$ cat src/rtl/vga_pkg.sv
// Shared VGA definitions: 640x480 timing constants (also used by the sync
// generator), monitor state encoding and counter widths.
package vga_pkg;

  localparam int H_TOTAL_640  = 800;
  localparam int H_ACTIVE_640 = 640;
  localparam int V_TOTAL_480  = 525;
  localparam int V_ACTIVE_480 = 480;

  localparam int COORD_W = 10;
  localparam int MEAS_W  = 11;
  localparam int ERR_W   = 8;

  typedef logic [1:0] mon_state_t;
  localparam mon_state_t ST_SEARCH  = 2'd0;
  localparam mon_state_t ST_ACQUIRE = 2'd1;
  localparam mon_state_t ST_CHECK   = 2'd2;
  localparam mon_state_t ST_LOCKED  = 2'd3;

endpackage

$ cat src/rtl/vga_period_meter.sv
// Saturating event counter that clears on a capture strobe. o_next is the count
// including the current event, so the owner can compare or capture it directly.
module vga_period_meter
  import vga_pkg::*;
#(
  parameter int W = MEAS_W
) (
  input  logic         i_clk,
  input  logic         i_reset,
  input  logic         i_tick,
  input  logic         i_inc,
  input  logic         i_capture,
  output logic [W-1:0] o_next
);

  logic [W-1:0] r_cnt;

  assign o_next = (i_inc && (r_cnt != '1)) ? r_cnt + 1'b1 : r_cnt;

  always_ff @(posedge i_clk) begin
    if (i_reset) begin
      r_cnt <= '0;
    end else if (i_tick) begin
      r_cnt <= i_capture ? '0 : o_next;
    end
  end

endmodule

$ cat src/rtl/vga_sync_monitor.sv
// VGA timing receiver: measures line/frame geometry, locks onto the expected
// raster and recovers pixel coordinates. Define VGA_MON_STATS_EN for live stats.
//   state    | meaning
//   SEARCH   | no frame reference, waiting for a vsync rise
//   ACQUIRE  | measuring a frame from a vsync rise
//   CHECK    | good frames seen, counting toward LOCK_FRAMES
//   LOCKED   | stream matches; pixels are reported
module vga_sync_monitor
  import vga_pkg::*;
#(
  parameter int H_TOTAL     = H_TOTAL_640,
  parameter int H_ACTIVE    = H_ACTIVE_640,
  parameter int V_TOTAL     = V_TOTAL_480,
  parameter int V_ACTIVE    = V_ACTIVE_480,
  parameter int LOCK_FRAMES = 2
) (
  input  logic               i_clk,
  input  logic               i_reset,
  input  logic               i_pix_en,
  input  logic               i_hsync,
  input  logic               i_vsync,
  input  logic               i_video_on,
  output logic               o_locked,
  output logic               o_pix_valid,
  output logic [COORD_W-1:0] o_pixel_x,
  output logic [COORD_W-1:0] o_pixel_y,
  output logic               o_frame_start,
  output logic [MEAS_W-1:0]  o_h_total_meas,
  output logic [MEAS_W-1:0]  o_v_total_meas,
  output logic [ERR_W-1:0]   o_err_count
);

  localparam logic [MEAS_W-1:0] H_TOT  = MEAS_W'(H_TOTAL);
  localparam logic [MEAS_W-1:0] H_ACT  = MEAS_W'(H_ACTIVE);
  localparam logic [MEAS_W-1:0] V_TOT  = MEAS_W'(V_TOTAL);
  localparam logic [MEAS_W-1:0] V_ACT  = MEAS_W'(V_ACTIVE);
  localparam logic [MEAS_W-1:0] H_WD   = MEAS_W'(2 * H_TOTAL);
  localparam logic [3:0]        LOCK_N = 4'(LOCK_FRAMES);

  logic r_hs, r_vs, r_de;
  logic w_hs_rise, w_vs_rise, w_de_rise;
  logic [MEAS_W-1:0] w_h_next, w_v_next;
  logic [MEAS_W-1:0] r_act_ticks, r_act_lines;
  logic r_bad_line, w_line_bad, w_frame_good, w_watchdog;
  mon_state_t r_state, w_state_next;
  logic [3:0] r_good_frames, w_good_next;
  logic [COORD_W-1:0] r_x, r_y, w_x, w_y;
  logic r_first;

  assign w_hs_rise = i_pix_en & i_hsync & ~r_hs;
  assign w_vs_rise = i_pix_en & i_vsync & ~r_vs;
  assign w_de_rise = i_pix_en & i_video_on & ~r_de;

  vga_period_meter #(.W(MEAS_W)) u_h_meter (
    .i_clk(i_clk), .i_reset(i_reset), .i_tick(i_pix_en),
    .i_inc(1'b1), .i_capture(w_hs_rise), .o_next(w_h_next)
  );

  // A line closing on the vsync-rise tick still belongs to the ending frame.
  vga_period_meter #(.W(MEAS_W)) u_v_meter (
    .i_clk(i_clk), .i_reset(i_reset), .i_tick(i_pix_en),
    .i_inc(w_hs_rise), .i_capture(w_vs_rise), .o_next(w_v_next)
  );

  assign w_line_bad   = w_hs_rise & ~((w_h_next == H_TOT) &&
                        ((r_act_ticks == '0) || (r_act_ticks == H_ACT)));
  assign w_frame_good = (w_v_next == V_TOT) && (r_act_lines == V_ACT) &&
                        !r_bad_line && !w_line_bad;
  assign w_watchdog   = i_pix_en & ~w_hs_rise & (w_h_next == H_WD);

  always_comb begin
    w_state_next = r_state;
    w_good_next  = r_good_frames;
    if (w_watchdog) begin
      w_state_next = ST_SEARCH;
    end else begin
      case (r_state)
        ST_SEARCH:  if (w_vs_rise) w_state_next = ST_ACQUIRE;
        ST_ACQUIRE: if (w_vs_rise && w_frame_good) begin
                      w_good_next  = 4'd1;
                      w_state_next = (LOCK_N <= 4'd1) ? ST_LOCKED : ST_CHECK;
                    end
        ST_CHECK:   if (w_vs_rise) begin
                      if (w_frame_good) begin
                        w_good_next = r_good_frames + 4'd1;
                        if ((r_good_frames + 4'd1) >= LOCK_N) w_state_next = ST_LOCKED;
                      end else begin
                        w_state_next = ST_ACQUIRE;
                      end
                    end
        ST_LOCKED:  if (w_line_bad || (w_vs_rise && !w_frame_good)) w_state_next = ST_SEARCH;
        default:    w_state_next = ST_SEARCH;
      endcase
    end
  end

  assign w_x = w_de_rise ? '0 : r_x + 1'b1;
  assign w_y = w_de_rise ? (r_first ? '0 : r_y + 1'b1) : r_y;

  always_ff @(posedge i_clk) begin
    if (i_reset) begin
      r_hs <= 1'b0; r_vs <= 1'b0; r_de <= 1'b0;
      r_state <= ST_SEARCH; r_good_frames <= '0;
      r_act_ticks <= '0; r_act_lines <= '0; r_bad_line <= 1'b0;
      r_x <= '0; r_y <= '0; r_first <= 1'b0;
      o_locked <= 1'b0; o_pix_valid <= 1'b0; o_frame_start <= 1'b0;
      o_pixel_x <= '0; o_pixel_y <= '0;
    end else begin
      o_frame_start <= w_vs_rise;
      o_pix_valid   <= i_pix_en & i_video_on & o_locked;
      if (i_pix_en) begin
        r_hs <= i_hsync; r_vs <= i_vsync; r_de <= i_video_on;
        r_state       <= w_state_next;
        r_good_frames <= w_good_next;
        o_locked      <= (w_state_next == ST_LOCKED);
        if (w_hs_rise) r_act_ticks <= MEAS_W'(i_video_on);
        else if (i_video_on && (r_act_ticks != '1)) r_act_ticks <= r_act_ticks + 1'b1;
        if (w_vs_rise) r_act_lines <= MEAS_W'(w_de_rise);
        else if (w_de_rise && (r_act_lines != '1)) r_act_lines <= r_act_lines + 1'b1;
        if (w_vs_rise) r_bad_line <= 1'b0;
        else if (w_line_bad) r_bad_line <= 1'b1;
        if (i_video_on) begin
          r_x <= w_x;
          r_y <= w_y;
          if (o_locked) begin
            o_pixel_x <= w_x;
            o_pixel_y <= w_y;
          end
        end
        if (w_vs_rise) r_first <= 1'b1;
        else if (w_de_rise) r_first <= 1'b0;
      end
    end
  end

`ifdef VGA_MON_STATS_EN
  logic [MEAS_W-1:0] r_h_meas, r_v_meas;
  logic [ERR_W-1:0]  r_err;
  logic              w_err_evt;

  assign w_err_evt = w_watchdog ? ((r_state == ST_LOCKED) || (r_state == ST_CHECK))
                                : ((r_state == ST_LOCKED) &&
                                   (w_line_bad || (w_vs_rise && !w_frame_good)));

  always_ff @(posedge i_clk) begin
    if (i_reset) begin
      r_h_meas <= '0; r_v_meas <= '0; r_err <= '0;
    end else begin
      if (w_hs_rise) r_h_meas <= w_h_next;
      if (w_vs_rise) r_v_meas <= w_v_next;
      if (w_err_evt && (r_err != '1)) r_err <= r_err + 1'b1;
    end
  end

  assign o_h_total_meas = r_h_meas;
  assign o_v_total_meas = r_v_meas;
  assign o_err_count    = r_err;
`else
  assign o_h_total_meas = '0;
  assign o_v_total_meas = '0;
  assign o_err_count    = '0;
`endif

endmodule

$ cat config.mk
export PLATFORM = sky130hd
export DESIGN_NAME = vga_sync_monitor
export DESIGN_NICKNAME = d
export VERILOG_FILES = /design/src/rtl/vga_pkg.sv /design/src/rtl/vga_period_meter.sv /design/src/rtl/vga_sync_monitor.sv
export SDC_FILE = /design/constraint.sdc
export NUM_CORES = 1
export LEC_CHECK = 0
export ABC_AREA = 0
export CAP_MARGIN = 20
export CORE_ASPECT_RATIO = 0.6
export CORE_UTILIZATION = 50
export DETAILED_ROUTE_END_ITERATION = 8
export MAX_ROUTING_LAYER = met4
export PLACE_DENSITY = 0.82
export SETUP_SLACK_MARGIN = 0.3
export SYNTH_ARGS = -nofsm -noshare
export SYNTH_HDL_FRONTEND = slang
export SYNTH_HIERARCHICAL = 1
export SYNTH_SLANG_ARGS = --single-unit
$ cat constraint.sdc
create_clock -name i_clk -period 9.3 [get_ports i_clk]
set_input_delay 1.395 -clock i_clk [delete_from_list [all_inputs] [get_ports i_clk]]
set_output_delay 1.395 -clock i_clk [all_outputs]
set_load 0.005 [all_outputs]
Word level (Yosys, flattened, before mapping). Index checks and enable logic that the tools add are counted. Widths: inputs -> output; s select.

Input bits: 6. Bits in registers: 98.

$lt $le $gt $ge: 1. Bitwise logic cells: 16. Equality and inequality tests: 16. Reduce and logical (&&, ||, !) cells: 28. Add/sub/neg operators: 7. Mux-type cells: 27.

Operators by type and width (number): $mux 11 (8); $add 11x1->11 const B (4); $ne 11x11->1 const B (4); $eq 11x10->1 const B (3); $mux 10 (3); $add 10x1->10 const B (2); $mux 2 (7); $mux 4 (3); $eq 11x11->1 const B (1); $eq 11x9->1 const B (1); $logic_not 11->1 (1); $and 1x1->1 (10); $reduce_and 2->1 (5); $reduce_bool 2->1 (5); $logic_and 1x1->1 (9); $pmux 2 s4 (1); $pmux 4 s2 (1); $eq 2x2->1 const B (3); $not 1->1 (6); $reduce_and 6->1 (1); $add 4x1->4 const B (1); $ge 4x2->1 const B (1); $mux 1 (4); $ne 2x2->1 const B (2); other kinds (6) (9).

Longest topological paths before layout. Gate-level depths: netlist of run 1.

Depth in word-level cells: 15. Depth in mapped cells: 15. Mapped depth without buffers: 13.

Hierarchy. Netlist of run 1, hierarchy kept.

By module, submodules not included: vga_sync_monitor (cells an instance 485, instances 1, area each 3926.3 um2); vga_period_meter (cells an instance 107, instances 2, area each 833.3 um2).

Worst setup path after synthesis of run 1. Ideal clock, no wire load.

Path type: input to register. Start point: in i_pix_en. End point: reg r_good_frames[1]. Required time: 9172 ps. Setup slack: 5096 ps. Library setup time: 128 ps. Stages on the path: 15. Buffers on the path: 2. Arrival time: 4077 ps. Cells stage by stage: buf_6 -> nand3b_1 -> inv_1 -> inv_1 -> a41oi_1 -> buf_2 -> nand2_1 -> xnor2_1 -> nor4_1 -> nand2_1 -> nor4_4 -> nand3_1 -> a21oi_1 -> mux2i_1 -> nor2_1.

Longest elaborated chain between the ends: 11. Elaborated cells between the ends (all ways): 21. Classes of those cells: eq/ne (4); mux (1); bitwise (9); reduce/logical (7).

RTL lines: start, declared (line vga_sync_monitor.sv:19) `input logic i_pix_en,`; $and 1x1->1 * (2 in series) (line vga_sync_monitor.sv:50) `assign w_hs_rise = i_pix_en & i_hsync & ~r_hs;`; net w_hs_rise (line vga_sync_monitor.sv:41) `logic w_hs_rise, w_vs_rise, w_de_rise;`; $logic_and 1x1->1 * (line vga_period_meter.sv:18) `assign o_next = (i_inc && (r_cnt != '1)) ? r_cnt + 1'b1 : r_cnt;`; $mux 11 * (line vga_period_meter.sv:18); net w_v_next[4] (line vga_sync_monitor.sv:42) `logic [MEAS_W-1:0] w_h_next, w_v_next;`; $eq 11x10->1 * (line vga_sync_monitor.sv:67) `assign w_frame_good = (w_v_next == V_TOT) && (r_act_lines == V_ACT) &&`; $logic_and 1x1->1 * (2 in series) (line vga_sync_monitor.sv:67); $logic_and 1x1->1 * (line vga_sync_monitor.sv:68) `!r_bad_line && !w_line_bad;`; $logic_and 1x1->1 (line vga_sync_monitor.sv:79) `ST_ACQUIRE: if (w_vs_rise && w_frame_good) begin`; $ne 2x2->1 (no line); $reduce_and 6->1 (no line) *; end signal, assigned (line vga_sync_monitor.sv:114) `r_good_frames <= w_good_next;`; end, declared (line vga_sync_monitor.sv:46) `logic [3:0] r_good_frames, w_good_next;`.

The timed path passes the listed nets; every way through them passes the cells marked *. A chain may end at the register's enable or synchronous reset.

Worst setup path after layout of run 1. Ends and elaborated chain as after synthesis.

==> flow_summary.yaml, run 1 <==
timing:
  tightest_slew_ns: 0.828
  relSlewSlack_pct: 44.8
  period_share_pct: 58.6
  finalSetupViolations: 0
  period_needed_ns: 5.45
  fin_skew_ns: 0.00951
  fmax_ghz: 0.183
  hold-worst-slack_ns: 0.455
  grt_setup_unrepaired: "false"
  tns_ns: 0
  drv_slew: 0
  fin_ws_ns: 3.85
  hold_violations: 0
finish:
  n_antenna_cell: 0
  stdcell_area_um2: 6040
  nNetsFinal: 729
  utilization_pct: 56.2
  drive_above_1_share_pct: 5.18
  syn_to_final_growth_pct: 7.96
die:
  rows: 29
  dieArea_um2: 11600
  ioPinCount: 59
  dieWidth_um: 139
  die_y_um: 83.9
  initial_core_util_pct: 52.1
  core_area_um2: 10700
yosys:
  yosysTopAreaCellShare_pct: 35.1
  yosysWarnings: 6
  synth.avg_cell_area_um2: 8.00
  synth_cell_types: 65
  ys.flop_type: "dfxtp_1"
  yosys-top-cells-count: "98 x dfxtp_1, 89 x nor2_1, 73 x nand2_1"
  synthesis.area_um2: 5590
  ys_ff_latch: 98
  yosysTopAreaCell: "dfxtp_1"
  seq_area_frac_synth_pct: 35.1
  syn_inst: 699
  synth.most_common_cell: "dfxtp_1"
  synth_edf_count: 0
  async_flop_share_pct: 0
  synth_area_leaders: "dfxtp_1 35%, nor2_1 6.0%, nand2_1 4.9%, buf_4 4.4%, xor2_1 3.8%"
clock_tree:
  cts_setup_buffers: 0
  numCtsBuffers: 9
  cts.sinks: 98
  path_clk_slew_ns: 0.07
  clkLatencyLatePin_ns: 0.35
  cts.repair.resized: 0
  cts_buffer_depth: 2
  hold_buffers: 0
  htreeDepth: 3
  clockRootBuffer: "clkbuf_16"
  cts_tree: "done"
critical_path:
  criticalPathCategory: "input pin to flop"
  cp.arrival_ns: 5.65
  start_kind: "input pin"
  cp-end-kind: "flop"
  required_ns: 9.50
  cp_max_fo: 28
grt:
  grt_usage_pct: 23.9
  grt_max_degree: 78
  antenna_found_initial: 0
  grt_pass1_vias: 4510
  grt_overflow: 0
  grt_pass1_wl_mm: 22.0
route:
  drt-total-wl_mm: 13.0
  num_vias: 4962
  routedWlPerCell_um: 15.3
  via_per_inst: 5.82
  drt_pass1_iterations: 7
  drtIter0Drc: 451
  drc: 15
  ant_nets: 0
placement:
  globalplace.congestion: 0.913
  hpwl_mm: 9.10
  place.port_buffers: 28
  placed_area_um2: 5750
  pre_cts_slack_ns: 3.49
job:
  maxCapViolCount: 0
status:
  violations: "DRC"
  status: "finished with violations"
power:
  leakage_nw: 2.22
  power_density_nw_per_um2: 139
  max-vdd-ir-drop_mv: 0.0876
worst_hold_path:
  hold_class: "flop to flop"
## worst max-delay path, cell delays in order
cell	delay, ns
clkdlybuf4s50_1	0.46
buf_4	0.29
nand3b_1	0.22
inv_1	0.41
inv_1	0.11
a41oi_1	0.58
buf_4	0.28
mux2_1	0.35
nor4_1	0.26
nand4_1	0.21
nor4_4	0.32
nand3_1	0.15
a21oi_1	0.34
mux2i_1	0.22
nor2_1	0.05
## worst paths after layout
kind	start	endpoint	slack, ns	cells past startpoint
min reg2reg	o_pixel_x[6]$_SDFFE_PP0P_	o_pixel_x[6]$_SDFFE_PP0P_	0.46	2
max	i_pix_en	r_good_frames[1]$_SDFFE_PP0P_	3.85	15
max reg2reg	r_hs$_SDFFE_PP0P_	r_good_frames[1]$_SDFFE_PP0P_	5.32	13
min	o_pixel_x[6]$_SDFFE_PP0P_	o_pixel_x[6]$_SDFFE_PP0P_	0.46	2
## cell families after synthesis
logic type                 count (synthesis)  share of synthesized area (%)
muxes                                      5                          0.940
adders and majority gates                 14                           3.13
AOI/OAI and AO/OA                        139                           16.8
buffers and inverters                    100                           10.0
other                                      2                          0.134
and+or+nand+nor                          297                           27.0
xor gates and xnor gates                  44                           6.89
DFF                                       98                           35.1
## final cells by class
type,instances,area [um2]
fill,963,4700
timing repair buffer,33,313
sequential,98,1960
clock inverter,6,42.5
tap,139,174
multi-input combinational,533,3190
inverter,34,128
clock buffer,10,229
## sequential cells by signal (all words and copies together), names as in the netlist
name	cells
u_v_meter/r_cnt	11
r_de	1
r_x	10
r_vs	1
o_locked	1
r_bad_line	1
o_pixel_x	10
u_h_meter/r_cnt	11
r_state	2
r_hs	1
o_pixel_y	10
r_act_lines	11
r_y	10
r_act_ticks	11
r_good_frames	4
r_first	1
o_pix_valid	1
o_frame_start	1
## report_power, final
group | switching, mW | internal [mW] | total, mW | leakage (nW)
clock network | 0.163 | 0.182 | 0.345 | 0.129
registers | 0.00736 | 0.424 | 0.432 | 0.791
logic | 0.0443 | 0.0205 | 0.0647 | 1.30
## layout by cell type, fill, tap and decap left out, drive strengths merged, types with 4 or more instances in the layout
cell type	count
nor3b	9
xor2	24
clkbuf	10
and4	5
o311ai	4
o2111ai	5
nand4	13
or2	4
nand3b	4
inv	35
xnor2	20
nor2	89
dfxtp	98
nand3	25
conb	34
a21oi	40
and3	17
o21ai	24
nand2b	8
nor4	8
a31oi	12
a211oi	19
a211o	4
clkdlybuf4s50	27
nor3	20
a22oi	5
a32o	4
ha	14
nand2	73
buf	6
and2	5
## layer usage
layer  global-route usage, %  up-vias  wire (um)
met4                    5.72        0        108
li1                        -     2411          -
met3                    4.93       12        943
met2                    35.7      188       5720
met1                    32.8     2351       6260
met5                       -        -          0
## per-stage QoR
step                power, mW  std cells
detailed placement      0.503        835
global placement        0.499        835
CTS                     0.845        851
floorplan               0.495        731
finish                  0.841        853
global route            0.874        853
Power figures use the tool's default switching activity.
==> run 2: changes to the inputs <==
Settings changed: PLACE_DENSITY 0.82 to 0.85.
Clock period 9.3 ns to 4.8 ns, I/O delays scaled along.
==> run 2 against run 1 <==
  * The flow still finishes with violations (DRC)
  * Sequential power rose by 94%
  * Register-to-register slack got worse by 4.0 ns
  * Critical path depth fell by 1
  * Clock-buffer cell count fell by 1
  * Sequential share of layout area fell by 0.28 points
  * Clock power rose by 110%
  * Sequential cell count did not move
  * Combinational power rose by 98%
  * Non-clock buffer count rose by 3
  * Worst hold slack got worse by 0.0038 ns
  * Utilization rose by 0.49 points
  * Largest power group unchanged
==> flow_summary.yaml, run 2 (synthesized netlist as in run 1, its figures left out) <==
timing:
  period_share_pct: 79.9
  relSlewSlack_pct: 53.4
  tightest_slew_ns: 0.697
  hold_violations: 0
  drv_slew: 0
  tns_ns: 0
  fmax_ghz: 0.261
  finalSetupViolations: 0
  grt_setup_unrepaired: "false"
  period_needed_ns: 3.84
  hold-worst-slack_ns: 0.452
  fin_skew_ns: 0.00754
power:
  power.internal_mw: 1.27
  power_density_nw_per_um2: 279
  leakage_nw: 2.25
  seqPwrFrac_pct: 49.2
  p_sw_mw: 0.429
  clkPwrFrac_pct: 43.3
  swShare_pct: 25.2
  pwr-share-comb_pct: 7.5
  max-vdd-ir-drop_mv: 0.207
critical_path:
  worstReg2RegStart: "u_v_meter/r_cnt[0]$_SDFFE_PP0P_"
  cp-end-kind: "flop"
  r2r_cells: 13
  criticalPathCategory: "input pin to flop"
  rr_endpoint: "r_good_frames[0]$_SDFFE_PP0P_"
  critical_path.slowest_cell: "clkdlybuf4s50_1"
  critPathLaunch: "i_hsync"
  cp.arrival_ns: 4.08
  crit_chain: "clkdlybuf4s50_1 -> nand3b_1 -> inv_1 -> and3_1 -> nand3_1 -> nor3_1 -> xor2_1 -> nor4_1 -> nand2_1 -> nor4_4 -> nand3_1 -> a21oi_1 -> nor2_1 -> a211oi_1"
  cpMostUsedCell: "nand3_1"
  slowest_delay_ns: 0.52
  regToRegSetupSlack_ns: 1.31
  cp_max_fo: 8
  start_kind: "input pin"
  required_ns: 5.05
die:
  dieArea_um2: 11600
  initial_core_util_pct: 52.1
  ioPinCount: 59
  die_y_um: 83.9
  core_area_um2: 10700
  rows: 29
  dieWidth_um: 139
grt:
  grt_overflow: 0
  grt_pass1_vias: 4506
  grt_usage_pct: 23.0
  antenna_found_initial: 0
  grt_max_degree: 42
  grt_pass1_wl_mm: 21.3
clock_tree:
  cts.repair.resized: 0
  path_clk_slew_ns: 0.07
  hold_buffers: 0
  cts.sinks: 98
  clockRootBuffer: "clkbuf_16"
  cts_buffer_depth: 2
  numCtsBuffers: 9
  cts_setup_buffers: 0
  cts_tree: "done"
  htreeDepth: 3
  clkLatencyLatePin_ns: 0.35
worst_hold_path:
  hold_class: "flop to flop"
  min_path_cells: 2
  holdPathEnd: "r_bad_line$_SDFFE_PP0P_"
  min_from: "r_bad_line$_SDFFE_PP0P_"
placement:
  hpwl_mm: 9.16
  globalplace.congestion: 0.922
  place.port_buffers: 28
route:
  drc: 4
  via_per_inst: 5.84
  drt-total-wl_mm: 12.9
  routedWlPerCell_um: 15.0
  drtIter0Drc: 364
  num_vias: 5001
  drt_pass1_iterations: 6
  ant_nets: 0
finish:
  nNetsFinal: 732
  n_antenna_cell: 0
  nFillCells: 938
  layout_commonest_cell: "dfxtp_1"
  drive_above_1_share_pct: 5.72
  syn_to_final_growth_pct: 8.90
  layout_common_cells: "98 x dfxtp_1, 89 x nor2_1, 73 x nand2_1"
status:
  violations: "DRC"
  status: "finished with violations"
job:
  maxCapViolCount: 0
## run 2: cell types whose count changed in the layout (fill, tap and decap cells not counted), sizes merged
cell	change
buf	+3
bufinv	+1
clkbuf	-1
clkinv	-1
inv	+1
## run 2: layer usage
metal  routed length (um)  track usage, %  vias to the layer above  part of all wire (%)
li1                     -               -                     2422                     -
met1                 5770            29.5                     2343                    45
met2                 5870            35.7                      213                    46
met3                 1020            5.45                       23                   8.0
met4                  196            7.25                        0                   1.5
met5                    0               -                        -                     0
## run 2: cell type report
class	count	area, um2	share of cell area, %
Timing Repair Buffer	36	335	5.51
Clock inverter	7	76.3	1.25
Inverter	34	128	2.10
Clock buffer	9	225	3.70
Sequential cell	98	1960	32.2
Tap cell	139	174	2.86
Multi-Input combinational cell	533	3190	52.4
## run 2: worst max path at each step
| stage | end | slack [ns] | depth (start not counted) |
|---|---|---|---|
| finish | r_good_frames[0]$_SDFFE_PP0P_ | 0.96 | 14 |
| global route | r_good_frames[0]$_SDFFE_PP0P_ | 0.71 | 14 |
| CTS | r_good_frames[0]$_SDFFE_PP0P_ | 1.02 | 14 |
| detailed placement | r_good_frames[0]$_SDFFE_PP0P_ | 0.70 | 14 |
| global placement | r_good_frames[1]$_SDFFE_PP0P_ | 0.91 | 14 |
| floorplan | r_good_frames[1]$_SDFFE_PP0P_ | 1.27 | 15 |
## run 2: power by group through the flow
stage / logic, mW / clock network [mW] / registers [mW]
2_1_floorplan: 0.110 / 0 / 0.849
3_3_place_gp: 0.117 / 0 / 0.853
3_5_place_dp: 0.124 / 0 / 0.854
4_1_cts: 0.125 / 0.748 / 0.836
5_1_grt: 0.141 / 0.783 / 0.837
6_report: 0.128 / 0.736 / 0.836
## run 2: metrics by stage
stage          area [um2]  utilization, %  power (mW)  instances  worst slack [ns]
6_report             6090            56.7        1.70        856             0.964
4_1_cts              6090            56.7        1.71        856              1.02
5_1_grt              6090            56.7        1.76        856             0.714
3_3_place_gp         5790            53.9       0.971        840             0.910
2_1_floorplan        5710               -       0.960        731              1.27
3_5_place_dp         5790            53.9       0.978        840             0.695
## run 2: critical path, delay by kind of cell
kind                      cells  cell delay, ns
and+or+nand+nor               9            1.94
buffers and inverters         2            0.70
AOI/OAI and AO/OA             2            0.64
xor gates and xnor gates      1            0.10
==> run 3: changes to the inputs <==
Clock period 4.8 ns to 3.1 ns, I/O delays scaled along.
==> run 3 against run 2 <==
  * The run still ends with DRC left
  * Sequential share of layout area decreased by 2.4 points
  * Final area increased by 9.2%
  * First-iteration DRC count increased by 26%
  * Utilization increased by 5.2 points
  * Largest cell class unchanged
==> flow_summary.yaml, run 3 (synthesized netlist as in run 1, its figures left out) <==
status:
  status: "finished with violations"
  violations: "DRC"
finish:
  layout_common_cells: "87 x nor2_1, 84 x dfxtp_1, 70 x nand2_1"
  nNetsFinal: 761
  multi_input_area_um2: 3510
  syn_to_final_growth_pct: 19.0
  seqCellArea_um2: 1980
  n_antenna_cell: 0
  nFillCells: 834
  layout_commonest_cell: "nor2_1"
  fin_cells: 885
  drive_above_1_share_pct: 17.3
critical_path:
  crit_chain: "and3_1 -> nand3_2 -> nor3_2 -> xor2_1 -> nor4b_1 -> nand2_1 -> o21ai_4 -> nand3_2 -> nor3_4 -> a41oi_2 -> a311oi_1"
  critical_path.slowest_cell: "dfxtp_1"
  criticalPathCategory: "flop to flop"
  start_kind: "flop"
  required_ns: 3.35
  cp_max_fo: 8
  slowest_delay_ns: 0.47
  cp.arrival_ns: 3.29
  worst-path-buf-inv: 0
  crit_family: "simple AND/OR/NAND/NOR gates"
  cp-end-kind: "flop"
  cpMostUsedCell: "nand3_2"
power:
  leakage_nw: 2.45
  power_density_nw_per_um2: 395
  max-vdd-ir-drop_mv: 0.340
  power_mw: 2.63
clock_tree:
  clockRootBuffer: "clkbuf_16"
  htreeDepth: 3
  cts_tree: "done"
  path_clk_slew_ns: 0.07
  clkLatencyLatePin_ns: 0.35
  cts.sinks: 98
  numCtsBuffers: 9
  cts_buffer_depth: 2
die:
  rows: 29
  initial_core_util_pct: 52.1
  dieArea_um2: 11600
  ioPinCount: 59
  core_area_um2: 10700
  dieWidth_um: 139
  die_y_um: 83.9
route:
  routedWlPerCell_um: 16.5
  drt-total-wl_mm: 14.6
  via_per_inst: 5.92
  num_vias: 5235
  drtIter0Drc: 459
  drc: 5
  drt_pass1_iterations: 7
  ant_nets: 0
worst_hold_path:
  hold_class: "flop to flop"
timing:
  period_needed_ns: 3.04
  finalSetupViolations: 0
  tns_ns: 0
  drv_slew: 0
  grt_setup_unrepaired: "true"
  relSlewSlack_pct: 59.2
  fin_skew_ns: 0.00556
  hold_violations: 0
  fmax_ghz: 0.329
  fin_ws_ns: 0.0632
  period_share_pct: 98.0
  tightest_slew_ns: 0.613
grt:
  grt_max_degree: 29
  antenna_found_initial: 0
  grt_pass1_vias: 4683
  grt_usage_pct: 24.2
  grt_pass1_wl_mm: 22.2
  grt_overflow: 0
placement:
  hpwl_mm: 9.40
  place.port_buffers: 28
  dp.cells: 853
  pre_cts_slack_ns: -0.305
  globalplace.congestion: 0.879
job:
  maxCapViolCount: 0
-- run 3: changes by cell type in the layout (fill, tap and decap cells not counted), moves of 4 or more --
cell,before,now
nand3_2,0,4
buf_4,8,32
nand3_1,25,20
nor3_1,20,14
dfxtp_1,98,84
dfxtp_2,0,12
buf_6,0,5
nor3_2,0,5
-- run 3: cell type report --
| cell class | count | area share, % |
|---|---|---|
| Clock buffer | 11 | 3.80 |
| Clock inverter | 5 | 0.545 |
| Inverter | 34 | 1.92 |
| Multi-Input combinational cell | 533 | 52.7 |
| Sequential cell | 98 | 29.8 |
| Tap cell | 139 | 2.61 |
| Timing Repair Buffer | 65 | 8.56 |
-- run 3: tightest hold or removal path, delay by kind of cell (launching register included) --
| kind | cells | cell delay, ns |
|---|---|---|
| flops | 1 | 0.31 |
| simple gates | 1 | 0.06 |
| compound gates | 1 | 0.06 |
-- run 3: timing repair --
action | in CTS | in global routing
gates resized for setup | 29 | 44
setup endpoints to repair | 7 | 7
pin swaps | 13 | 26
hold buffers | 0 | 0
setup buffers | 7 | 9
-- run 3: worst paths after layout --
check / from / endpoint / slack [ns] / cells past startpoint
worst max-delay path: u_h_meter/r_cnt[2]$_SDFFE_PP0P_ / r_good_frames[3]$_SDFFE_PP0P_ / 0.06 / 11
worst max register to register: u_h_meter/r_cnt[2]$_SDFFE_PP0P_ / r_good_frames[3]$_SDFFE_PP0P_ / 0.06 / 11
worst min-delay path: o_pixel_x[8]$_SDFFE_PP0P_ / o_pixel_x[8]$_SDFFE_PP0P_ / 0.47 / 2
worst min register to register: o_pixel_x[8]$_SDFFE_PP0P_ / o_pixel_x[8]$_SDFFE_PP0P_ / 0.47 / 2
-- run 3: per-stage QoR --
step | hold WS (ns) | utilization [%] | area, um2
final | 0.467 | 62.0 | 6650
after floorplan | 0.424 | - | 5780
after CTS | 0.466 | 59.4 | 6380
after global placement | 0.438 | 55.3 | 5940
after global routing | 0.500 | 62.0 | 6650
after detailed placement | 0.456 | 55.3 | 5940
-- run 3: power breakdown --
part,switching (mW),internal (mW)
logic,0.154,0.0885
clock network,0.503,0.590
registers,0.0235,1.27
total,0.681,1.95
-- run 3: routing by layer --
metal  track usage (%)  routed length [um]  vias to the layer above
met4              9.30                 284                        0
met3              4.59                 850                       33
met1              31.1                6470                     2515
li1                  -                   -                     2476
met2              37.7                7010                      211
met5                 -                   0                        -
